### src/rtl/timer_pkg.sv
// Shared types and defaults for the multi-channel down-counting timer.
// Latency: n/a (types, constants and helpers only).
// Backpressure: n/a (no handshake; all consumers are strobe driven).
package timer_pkg;

    // Channel FSM encoding, kept as plain vectors so legacy tools can read it.
    typedef logic [0:0] state_t;
    localparam state_t ST_IDLE = 1'b0;
    localparam state_t ST_RUN  = 1'b1;

    localparam int DEF_WIDTH    = 9;
    localparam int DEF_CHANNELS = 4;
    localparam int DEF_PRESCALE = 1;

    // Width of an index that can address every channel (never below 1 bit).
    function automatic int chan_idx_width(input int channels);
        return (channels > 1) ? $clog2(channels) : 1;
    endfunction

endpackage

### src/rtl/multi_channel_timer_if.sv
// Bundle between the tick/prescale source and the timer: per-channel control in, expiry/status out.
// Latency: n/a (wiring only); master drives controls, slave (the timer) drives out/busy/count.
// Backpressure: none; start/stop/count_en are single-clock strobes that are always accepted.
interface multi_channel_timer_if
    import timer_pkg::*;
#(
    parameter int WIDTH    = DEF_WIDTH,
    parameter int CHANNELS = DEF_CHANNELS
);

    logic                      count_en;
    logic [CHANNELS-1:0]       start;
    logic [CHANNELS-1:0]       stop;
    logic [CHANNELS-1:0]       periodic;
    logic [CHANNELS*WIDTH-1:0] load_value;
    logic [CHANNELS-1:0]       out;
    logic [CHANNELS-1:0]       busy;
    logic [CHANNELS*WIDTH-1:0] count;

    modport master (
        output count_en, start, stop, periodic, load_value,
        input  out, busy, count
    );

    modport slave (
        input  count_en, start, stop, periodic, load_value,
        output out, busy, count
    );

endinterface

### src/rtl/timer_channel.sv
// One timer channel: IDLE/RUN FSM, down-counter, reload and mode registers; ports clk/reset, tick, start/stop/periodic/load_value in, out/busy/count out.
// Latency: expiry pulse on out is registered on the edge of the Nth tick after start (load 0: the start edge itself).
// Backpressure: none; priority per clock is reset > start > stop > tick.
module timer_channel
    import timer_pkg::*;
#(
    parameter int WIDTH = DEF_WIDTH
) (
    input  logic             clk,
    input  logic             reset,
    input  logic             tick,
    input  logic             start,
    input  logic             stop,
    input  logic             periodic,
    input  logic [WIDTH-1:0] load_value,
    output logic             out,
    output logic             busy,
    output logic [WIDTH-1:0] count
);

    state_t           state;
    logic [WIDTH-1:0] counter;
    logic [WIDTH-1:0] reload;
    logic             mode;

    always_ff @(posedge clk or posedge reset) begin
        if (reset) begin
            state   <= ST_IDLE;
            counter <= '0;
            reload  <= '0;
            mode    <= 1'b0;
            out     <= 1'b0;
        end else begin
            out <= 1'b0;
            if (start) begin
                // A tick on this edge is deliberately ignored: counting starts next tick.
                reload  <= load_value;
                counter <= load_value;
                mode    <= periodic;
                if (load_value == '0) begin
                    // Zero load expires immediately, once; never enters RUN so a
                    // periodic zero load cannot turn into a continuous pulse train.
                    state <= ST_IDLE;
                    out   <= 1'b1;
                end else begin
                    state <= ST_RUN;
                end
            end else if (stop) begin
                state <= ST_IDLE;
            end else if (tick && (state == ST_RUN)) begin
                if (counter > WIDTH'(1)) begin
                    counter <= counter - WIDTH'(1);
                end else begin
                    // RUN always holds counter >= 1, so this is the expiry tick.
                    out <= 1'b1;
                    if (mode) begin
                        counter <= reload;
                    end else begin
                        counter <= '0;
                        state   <= ST_IDLE;
                    end
                end
            end
        end
    end

    assign busy  = (state == ST_RUN);
    assign count = counter;

endmodule

### src/rtl/multi_channel_timer.sv
// CHANNELS independent down-counters on a shared tick; ports clk, reset, bus (multi_channel_timer_if.slave). Optional macro TIMER_PRESCALE_EN divides count_en by PRESCALE.
// Latency: out pulse registered on the edge of the Nth tick after start; periodic channels pulse every N ticks.
// Backpressure: none; all controls are strobes accepted every clock.
module multi_channel_timer
    import timer_pkg::*;
#(
    parameter int WIDTH    = DEF_WIDTH,
    parameter int CHANNELS = DEF_CHANNELS,
    parameter int PRESCALE = DEF_PRESCALE
) (
    input  logic                   clk,
    input  logic                   reset,
    multi_channel_timer_if.slave   bus
);

    // Out-of-range configurations leave this marker block in the hierarchy.
    if ((CHANNELS < 1) || (CHANNELS > 16) || (PRESCALE < 1)) begin : g_bad_config
    end

    logic tick;

`ifdef TIMER_PRESCALE_EN
    localparam int PW = (PRESCALE > 1) ? $clog2(PRESCALE) : 1;
    localparam logic [PW-1:0] PS_LAST = PW'(PRESCALE - 1);

    logic [PW-1:0] ps_cnt;

    // Free-running divider: start does not realign it, so a channel's first
    // decrement may come after fewer than PRESCALE count_en pulses.
    assign tick = bus.count_en && (ps_cnt == PS_LAST);

    always_ff @(posedge clk or posedge reset) begin
        if (reset) begin
            ps_cnt <= '0;
        end else if (bus.count_en) begin
            ps_cnt <= tick ? '0 : ps_cnt + PW'(1);
        end
    end
`else
    assign tick = bus.count_en;
`endif

    logic [CHANNELS-1:0]       ch_out;
    logic [CHANNELS-1:0]       ch_busy;
    logic [CHANNELS*WIDTH-1:0] ch_count;

    for (genvar i = 0; i < CHANNELS; i++) begin : g_ch
        timer_channel #(
            .WIDTH (WIDTH)
        ) u_ch (
            .clk        (clk),
            .reset      (reset),
            .tick       (tick),
            .start      (bus.start[i]),
            .stop       (bus.stop[i]),
            .periodic   (bus.periodic[i]),
            .load_value (bus.load_value[i*WIDTH +: WIDTH]),
            .out        (ch_out[i]),
            .busy       (ch_busy[i]),
            .count      (ch_count[i*WIDTH +: WIDTH])
        );
    end

    assign bus.out   = ch_out;
    assign bus.busy  = ch_busy;
    assign bus.count = ch_count;

endmodule

### src/flat_wrapper.sv
// flat-port wrapper written by rule: the top's interface ports become plain ports
module multi_channel_timer_flat import timer_pkg::*;
#(
    parameter int WIDTH    = DEF_WIDTH,
    parameter int CHANNELS = DEF_CHANNELS,
    parameter int PRESCALE = DEF_PRESCALE
)
  (clk, reset, bus_count_en, bus_start, bus_stop, bus_periodic, bus_load_value, bus_out, bus_busy, bus_count);
  multi_channel_timer_if #(.WIDTH(WIDTH), .CHANNELS(CHANNELS)) bus_i ();
  input  logic clk;
  input  logic reset;
  input wire logic [$bits(bus_i.count_en)-1:0] bus_count_en;
  input wire logic [$bits(bus_i.start)-1:0] bus_start;
  input wire logic [$bits(bus_i.stop)-1:0] bus_stop;
  input wire logic [$bits(bus_i.periodic)-1:0] bus_periodic;
  input wire logic [$bits(bus_i.load_value)-1:0] bus_load_value;
  output wire logic [$bits(bus_i.out)-1:0] bus_out;
  output wire logic [$bits(bus_i.busy)-1:0] bus_busy;
  output wire logic [$bits(bus_i.count)-1:0] bus_count;
  assign bus_i.count_en = bus_count_en;
  assign bus_i.start = bus_start;
  assign bus_i.stop = bus_stop;
  assign bus_i.periodic = bus_periodic;
  assign bus_i.load_value = bus_load_value;
  assign bus_out = bus_i.out;
  assign bus_busy = bus_i.busy;
  assign bus_count = bus_i.count;
  multi_channel_timer #(.WIDTH(WIDTH), .CHANNELS(CHANNELS), .PRESCALE(PRESCALE)) u_core (.clk(clk), .reset(reset), .bus(bus_i));
endmodule
### config.mk
export PLATFORM = sky130hd
export DESIGN_NAME = multi_channel_timer_flat
export DESIGN_NICKNAME = d
export VERILOG_FILES = /design/src/rtl/timer_pkg.sv /design/src/rtl/multi_channel_timer_if.sv /design/src/rtl/timer_channel.sv /design/src/rtl/multi_channel_timer.sv /design/src/flat_wrapper.sv
export SDC_FILE = /design/constraint.sdc
export NUM_CORES = 1
export LEC_CHECK = 0
export CELL_PAD_IN_SITES_DETAIL_PLACEMENT = 0
export CELL_PAD_IN_SITES_GLOBAL_PLACEMENT = 1
export CORE_MARGIN = 5
export CORE_UTILIZATION = 41
export CTS_BUF_LIST = sky130_fd_sc_hd__clkbuf_2
export DETAILED_ROUTE_END_ITERATION = 10
export GPL_TIMING_DRIVEN = 1
export HOLD_SLACK_MARGIN = 0.06
export PLACE_DENSITY = 0.85
export SKIP_CTS_REPAIR_TIMING = 1
export SLEW_MARGIN = 10
export SYNTH_ARGS = -nofsm -noshare
export SYNTH_HDL_FRONTEND = slang
export SYNTH_SLANG_ARGS = --single-unit
### constraint.sdc
create_clock -name clk -period 4.1 [get_ports clk]
set_input_delay 1.025 -clock clk [delete_from_list [all_inputs] [get_ports clk]]
set_output_delay 1.025 -clock clk [all_outputs]
set_load 0.02 [all_outputs]
Word-level counts from Yosys, hierarchy flattened
Cells that the tools add are included.
{"block": "word_totals", "regBits": 84, "inputBits": 51, "wordCells": 128}
{"block": "op_classes", "add_sub_neg": 4, "magnitude_cmp": 4, "n_eq_ne": 12, "n_mux": 64, "n_reduce_logical": 24}
{"operator": "$mux W9", "n": 20}
{"operator": "$mux W1", "n": 44}
{"operator": "$gt A9 B1 Y1 const B", "n": 4}
{"operator": "$logic_not A9 Y1", "n": 4}
{"operator": "$sub A9 B1 Y9 const B", "n": 4}
{"operator": "$ne A3 B3 Y1 const B", "n": 8}
{"operator": "$reduce_and A3 Y1", "n": 4}
{"operator": "$reduce_bool A3 Y1", "n": 4}
{"operator": "$ne A2 B2 Y1 const B", "n": 4}
{"operator": "$reduce_and A2 Y1", "n": 4}
{"operator": "$reduce_bool A2 Y1", "n": 4}
{"operator": "$logic_and A1 B1 Y1", "n": 4}

Depth between registers and ports, before layout
Gate-level depths: netlist (run 1).
{"block": "logic_depth", "depth_word": 5, "mapped_depth": 7, "mapped_depth_nobuf": 6}

By module
Synthesis (run 1) repeated with hierarchy kept, for this count alone.
{"block": "unflattened", "cells_unflattened": 427, "hier_area_um2": 4659.5}
{"module": "timer_channel at u_core.g_ch[0].u_ch ...", "instances": 3, "cells_per_inst": 107, "area_per_inst_um2": 1166.1, "seq_area_each_um2": 525.5}
{"module": "timer_channel at u_core.g_ch[3].u_ch", "instances": 1, "cells_per_inst": 106, "area_per_inst_um2": 1161.1, "seq_area_each_um2": 525.5}

Worst setup path before layout (run 1)
OpenSTA, ideal clock, no wires.
{"block": "synth_path", "path_type": "input to register", "startpoint": "in bus_count_en", "endpoint": "reg u_core.g_ch[1].u_ch.counter[7]", "setup_ps": 95, "arrival_time_ps": 2143, "required_time_ps": 4005, "path_slack_ps": 1862, "stages": 5, "n_path_buf": 2, "path_cell_list": "buf_2 > nor4bb_1 > clkbuf_1 > a41oi_1 > o31ai_1"}
{"block": "synth_between", "elab_chain_cells": 3}
{"item": "from (decl)", "line_no": "flat_wrapper.sv:12", "text": "input wire logic [$bits(bus_i.count_en)-1:0] bus_count_en;"}
{"item": "$logic_and A1 B1 Y1", "line_no": "timer_channel.sv:50", "text": "end else if (tick && (state == ST_RUN)) begin"}
{"item": "$reduce_bool A2 Y1 (no source line)"}
{"item": "$reduce_and A2 Y1 (no source line)"}
{"item": "to (signal assigned)", "line_no": "timer_channel.sv:38", "text": "counter <= load_value;"}
{"item": "to (signal assigned)", "line_no": "timer_channel.sv:52", "text": "counter <= counter - WIDTH'(1);"}
{"item": "to (signal assigned)", "line_no": "timer_channel.sv:57", "text": "counter <= reload;"}
{"item": "to (decl)", "line_no": "timer_channel.sv:22", "text": "logic [WIDTH-1:0] counter;"}
Every way passes these cells.
A chain may end at the register's enable or synchronous reset.

Final worst setup path (run 1)
{"block": "layout_path", "startpoint": "reg u_core.g_ch[1].u_ch.counter[0]", "endpoint": "out bus_count[9]"}
{"item": "to (decl)", "line_no": "flat_wrapper.sv:19", "text": "output wire logic [$bits(bus_i.count)-1:0] bus_count;"}
No word-level cell between the ends.

==> results of run 1 <==
-- registers in the layout, indices dropped and copies added (netlist names) --
signal,cells
u_core.g_ch.u_ch.busy,4
u_core.g_ch.u_ch.count,36
u_core.g_ch.u_ch.mode,4
u_core.g_ch.u_ch.out,4
u_core.g_ch.u_ch.reload,36
-- area by class of cell --
cell class,count,share of cell area [%]
tap,147,3.037
sequential,84,34.70
clock buffer,9,0.7436
timing repair buffer,100,16.48
inverter,34,2.128
clock inverter,7,1.115
multi-input combinational,365,41.75
antenna,1,0.04131
-- cells by family (layout without fill, tap and decap cells) --
family / count (synthesis) / after routing
compound gates: 147 / 147
mux: 31 / 31
other cells: 0 / 1
xor+xnor: 10 / 10
simple gates: 169 / 169
fa+ha+maj: 8 / 8
buf+inv: 67 / 150
flops: 84 / 84
-- final timing paths --
path                                                                start                                         to  depth (start not counted)
worst max-delay path             u_core.g_ch[1].u_ch.count[0]$_DFFE_PP0P_                               bus_count[9]                          1
worst min-delay path            u_core.g_ch[3].u_ch.reload[0]$_DFFE_PP0P_  u_core.g_ch[3].u_ch.reload[0]$_DFFE_PP0P_                          2
worst max register to register   u_core.g_ch[3].u_ch.count[0]$_DFFE_PP0P_   u_core.g_ch[3].u_ch.count[6]$_DFFE_PP0P_                          6
worst min register to register  u_core.g_ch[3].u_ch.reload[0]$_DFFE_PP0P_  u_core.g_ch[3].u_ch.reload[0]$_DFFE_PP0P_                          2
max in group asynchronous                                           reset   u_core.g_ch[2].u_ch.count[3]$_DFFE_PP0P_                          3
min in group asynchronous                                           reset       u_core.g_ch[0].u_ch.mode$_DFFE_PP0P_                          2
-- report_power, final --
group,internal [mW],switching (mW),total (mW)
logic,0.272,0.295,0.567
registers,0.910,0.119,1.03
clock network,0.137,0.301,0.438
-- through the flow --
stage / util, % / area, um2 / worst slack (ns)
CTS: 50.83 / 6055 / 1.202
floorplan: - / 4930 / 0.9099
finish: 50.85 / 6057 / 1.240
detailed placement: 49.88 / 5942 / 1.032
global placement: 49.88 / 5942 / 1.131
global route: 50.85 / 6057 / 1.112
-- synthesized netlist by cell type, types with 4 or more instances --
| cell type | instances |
|---|---|
| o21ai_1 | 4 |
| nand3_1 | 17 |
| nor4_2 | 4 |
| mux2i_1 | 7 |
| nand3b_1 | 4 |
| o21bai_1 | 5 |
| nor3_1 | 17 |
| o21ai_0 | 30 |
| nor4_1 | 8 |
| and2_1 | 4 |
| xnor2_1 | 5 |
| o31ai_1 | 9 |
| ha_1 | 8 |
| clkbuf_1 | 18 |
| or3_1 | 5 |
| nor2_1 | 27 |
| nand4_1 | 4 |
| dfrtp_1 | 84 |
| nand2_1 | 42 |
| mux2_2 | 24 |
| a31oi_1 | 10 |
| a22oi_1 | 12 |
| a21oi_1 | 16 |
| o311ai_0 | 6 |
| and3_1 | 5 |
| nand2b_1 | 5 |
| nor3b_1 | 4 |
| inv_1 | 34 |
| buf_4 | 8 |
| nor2b_1 | 6 |
| o211ai_1 | 8 |
| xor2_1 | 5 |
-- per-layer routing --
layer  part of all wire [%]  vias up  track usage, %
met4                    2.0        0           7.015
met1                     46     2116           26.76
li1                       -     2064               -
met2                     46      159           29.13
met3                    5.9       21           3.959
met5                      0        -               0
==> flow_metrics.tcl, run 1 <==
set metrics [dict create \
    finalClockSkew_ns 0.02897 \
    synth_seq_cells 84 \
    place_congestion 0.9002 \
    syn_to_final_growth_pct 22.87 \
    io_pins 95 \
    worstSetupPathType "reg -> out" \
    cp_max_fo 10 \
    synth-main-ff-cell "dfrtp_1" \
    synth_cell_types 72 \
    synth_cells 516 \
    start_util_pct 41.39 \
    grt.total_usage_pct 19.06 \
    setup_viol 0 \
    die-area_um2 14320 \
    clk_latency_ns 0.57 \
    wl_per_cell_um 17.98 \
    drv_cap 0 \
    yosysTopAreaCellShare_pct 42.64 \
    async_flop_share_pct 100.0 \
    h-tree-depth 3 \
    period_share_pct 69.76 \
    final_nets 653 \
    drt_pre_antenna_iters 5 \
    power_density_nw_per_um2 335.9 \
    max_stage_delay_ns 0.67 \
    ys_seq_area_share_pct 42.64 \
    fill_cells 1131 \
    postRouteAntennaNets 0 \
    cp-start-kind "flop" \
    grt_pass1_wl_mm 22.40 \
    synth_compound_area_share_pct 21.50 \
    route.detailed.drc 0 \
    fin_total_pwr_mw 2.035 \
    fin_setup_tns_ns 0 \
    crit_chain "clkdlybuf4s50_1" \
    antenna_found_initial 1 \
    num_vias 4360 \
    vias_per_cell 5.837 \
    regArea_um2 2102 \
    fmax_mhz 349.6 \
    slew_viol_final 0 \
    final_common_cell "clkdlybuf4s50_1" \
    synth-simple-area-share_pct 19.09 \
    ff2ff_setup_slack_ns 1.95 \
    outcome "complete, no violations" \
    cts_tree "done" \
    numPortBuffers 94 \
    synth_xor_area_share_pct 1.777 \
    p_leak_nw 2.432 \
    rsz0062_at_grt "false" \
    cts_root_buffer "clkbuf_2" \
    ir_worst_vdd_v 0.0001683 \
    hold_violations 0 \
    grt_max_degree 44 \
    die_y_um 119.7 \
    dp_hpwl_mm 9.713 \
    netlist_top_cells_area "dfrtp_1, mux2_2, nand2_1, o21ai_0, inv_1" \
    crit_buf_inv 1 \
    muxShareOfSynthArea_pct 6.904 \
    yosys.area.top_type "dfrtp_1" \
    die_x_um 119.7 \
    syn_area_um2 4930 \
    min_path_type "reg -> reg" \
    syn-num-nets 575 \
    endpoint_kind "output port" \
    fin_hold_ws_ns 0.5150 \
    syn_avg_cell_area_um2 9.554 \
    synth-edff-count 0 \
    slowest_stage "clkdlybuf4s50_1" \
    cpLargestDelayFamily "buffers and inverters" \
    synthAdderAreaFrac_pct 2.030 \
    overflow 0 \
    dp_cells 730 \
    drt-initial-drc-count 490 \
    coreArea_um2 11910 \
    cts_buffers 9 \
    critPathRequiredTime_ns 3.07 \
    grt_pass1_vias 4294 \
    totalWireLength_mm 13.43 \
    ys_warn_count 0 \
    final_cells 747 \
    final_cell_mix "clkdlybuf4s50_1, dfrtp_1, nand2_1, inv_1, o21ai_0" \
    clockBufferDepth 2 \
    cts.clk_slew.worst_paths_ns 0.24 \
    drive_above_1_share_pct 11.02 \
    crit_arrival_ns 1.84 \
    worst_pin_slew_ns 0.8876 \
    slew_headroom_pct 40.00 \
    std_cell_rows 40 \
    period_needed_ns 2.860 \
    clock_sinks 84 \
    multi_input_area_um2 2529 \
    synth_top_family_by_area "compound AO/OA/AOI/OAI gates" \
]
Note: power is estimated with default switching activity, not from simulation.
==> run 2: changes to the inputs <==
--- a/config.mk
+++ b/config.mk
@@ -8,12 +8,12 @@
 export CELL_PAD_IN_SITES_DETAIL_PLACEMENT = 0
 export CELL_PAD_IN_SITES_GLOBAL_PLACEMENT = 1
 export CORE_MARGIN = 5
-export CORE_UTILIZATION = 41
+export CORE_UTILIZATION = 37
 export CTS_BUF_LIST = sky130_fd_sc_hd__clkbuf_2
 export DETAILED_ROUTE_END_ITERATION = 10
 export GPL_TIMING_DRIVEN = 1
 export HOLD_SLACK_MARGIN = 0.06
-export PLACE_DENSITY = 0.85
+export PLACE_DENSITY = 0.81
 export SKIP_CTS_REPAIR_TIMING = 1
 export SLEW_MARGIN = 10
 export SYNTH_ARGS = -nofsm -noshare
==> constraint.sdc (replaced) <==
create_clock -name clk -period 2.4 [get_ports clk]
set_input_delay 0.6 -clock clk [delete_from_list [all_inputs] [get_ports clk]]
set_output_delay 0.6 -clock clk [all_outputs]
set_load 0.02 [all_outputs]
==> flow_metrics.tcl, run 2 (synthesis results as in run 1) <==
set metrics [dict create \
    antenna_found_initial 1 \
    max_stage_delay_ns 0.64 \
    crit_chain "clkdlybuf4s50_1" \
    fill_cells 1279 \
    drt-initial-drc-count 452 \
    startpoint "u_core.g_ch[2].u_ch.count[6]$_DFFE_PP0P_" \
    outcome "complete, no violations" \
    worst_pin_slew_ns 0.6600 \
    totalWireLength_mm 13.73 \
    ir_worst_vdd_v 0.0002152 \
    period_share_pct 95.88 \
    dp_slack_ns 0.07465 \
    final_nets 674 \
    p_leak_nw 2.500 \
    drt_pre_antenna_iters 6 \
    grt_pass1_vias 4419 \
    drive_above_1_share_pct 18.39 \
    cts_buffers 9 \
    period_needed_ns 2.301 \
    clk_latency_ns 0.55 \
    fin_total_pwr_mw 3.409 \
    min_path_type "in -> async" \
    endpoint_kind "output port" \
    die_y_um 125.4 \
    route.detailed.drc 0 \
    crit_arrival_ns 1.70 \
    num_vias 4504 \
    cp_max_fo 5 \
    finalClockSkew_ns 0.01381 \
    cts.clk_slew.worst_paths_ns 0.23 \
    slew_viol_final 0 \
    numPortBuffers 94 \
    cp-start-kind "flop" \
    place_congestion 0.9452 \
    reg2reg_depth 7 \
    std_cell_rows 42 \
    die_x_um 125.4 \
    slew_headroom_pct 56.00 \
    clock_sinks 84 \
    coreArea_um2 13140 \
    crit_buf_inv 1 \
    clockBufferDepth 2 \
    io_pins 95 \
    final_common_cell "clkdlybuf4s50_1" \
    grt.total_usage_pct 17.52 \
    rsz0062_at_grt "false" \
    fin_hold_ws_ns 0.4825 \
    setup_viol 0 \
    hold_violations 0 \
    h-tree-depth 3 \
    ff2ff_setup_slack_ns 0.39 \
    final_cells 797 \
    power_density_nw_per_um2 544.6 \
    design_area_um2 6259 \
    start_util_pct 37.52 \
    post_dp_cell_area_um2 6071 \
    cts_root_buffer "clkbuf_2" \
    critPathRequiredTime_ns 1.80 \
    cpLargestDelayFamily "buffers and inverters" \
    grt_pass1_wl_mm 22.87 \
    fmax_mhz 434.6 \
    final_cell_mix "clkdlybuf4s50_1, dfrtp_1, nand2_1, inv_1, o21ai_0" \
    syn_to_final_growth_pct 26.95 \
    postRouteAntennaNets 0 \
    r2r_end "u_core.g_ch[1].u_ch.count[2]$_DFFE_PP0P_" \
    overflow 0 \
    drv_cap 0 \
    r2r_start "u_core.g_ch[1].u_ch.count[1]$_DFFE_PP0P_" \
    grt_max_degree 85 \
    fin_ws_ns 0.09878 \
    worst-path-stages 1 \
    wl_per_cell_um 17.22 \
    dp_cells 771 \
    cts_tree "done" \
    vias_per_cell 5.651 \
    worstSetupPathType "reg -> out" \
    slowest_stage "clkdlybuf4s50_1" \
    dp_hpwl_mm 9.876 \
    die-area_um2 15730 \
]
[run 2: cell types whose count changed in the layout (fill, tap and decap cells not counted)]
cell,change
dlymetal6s2s_1,+1
clkdlybuf4s50_1,-1
dfrtp_1,-29
bufinv_16,-1
clkinv_4,-1
dfrtp_2,+29
buf_4,+21
clkinv_1,+2
[run 2: per-layer routing]
layer / track usage, % / up-vias / part of all wire (%) / routed length, um
met2: 28.63 / 172 / 49 / 6684
met4: 6.378 / 0 / 1.8 / 242
met1: 23.67 / 2206 / 44 / 6103
met5: 0 / - / 0 / 0
met3: 2.559 / 18 / 5.1 / 697
li1: - / 2108 / - / -
[run 2: cell type report]
class / count / area [um2] / area share [%]
sequential: 84 / 2138 / 34.17
timing repair buffer: 121 / 1159 / 18.51
inverter: 34 / 131.4 / 2.099
antenna: 1 / 2.502 / 0.03998
clock buffer: 9 / 45.04 / 0.7197
multi-input combinational: 365 / 2529 / 40.40
tap: 176 / 220.2 / 3.519
clock inverter: 7 / 33.78 / 0.5398
[run 2: report_power, final]
group | total (mW) | leakage (nW) | internal (mW) | switching (mW)
Combinational | 1.02 | 1.47 | 0.500 | 0.516
Sequential | 1.76 | 0.975 | 1.57 | 0.196
Clock | 0.629 | 0.0540 | 0.120 | 0.509
[run 2: how the worst max path moves through the flow]
stage / to / slack [ns]
after global placement: u_core.g_ch[3].u_ch.count[0]$_DFFE_PP0P_ / 0.16
final: bus_count[24] / 0.1
after floorplan: u_core.g_ch[0].u_ch.count[7]$_DFFE_PP0P_ / 0.49
after detailed placement: u_core.g_ch[1].u_ch.count[1]$_DFFE_PP0P_ / 0.07
after CTS: bus_count[5] / -0.11
after global routing: bus_count[23] / 0.003
[run 2: through the flow]
step	utilization [%]	TNS, ns
floorplan	-	0
global placement	46.21	0
detailed placement	46.21	0
CTS	46.81	-0.5652
global route	47.64	0
finish	47.64	0
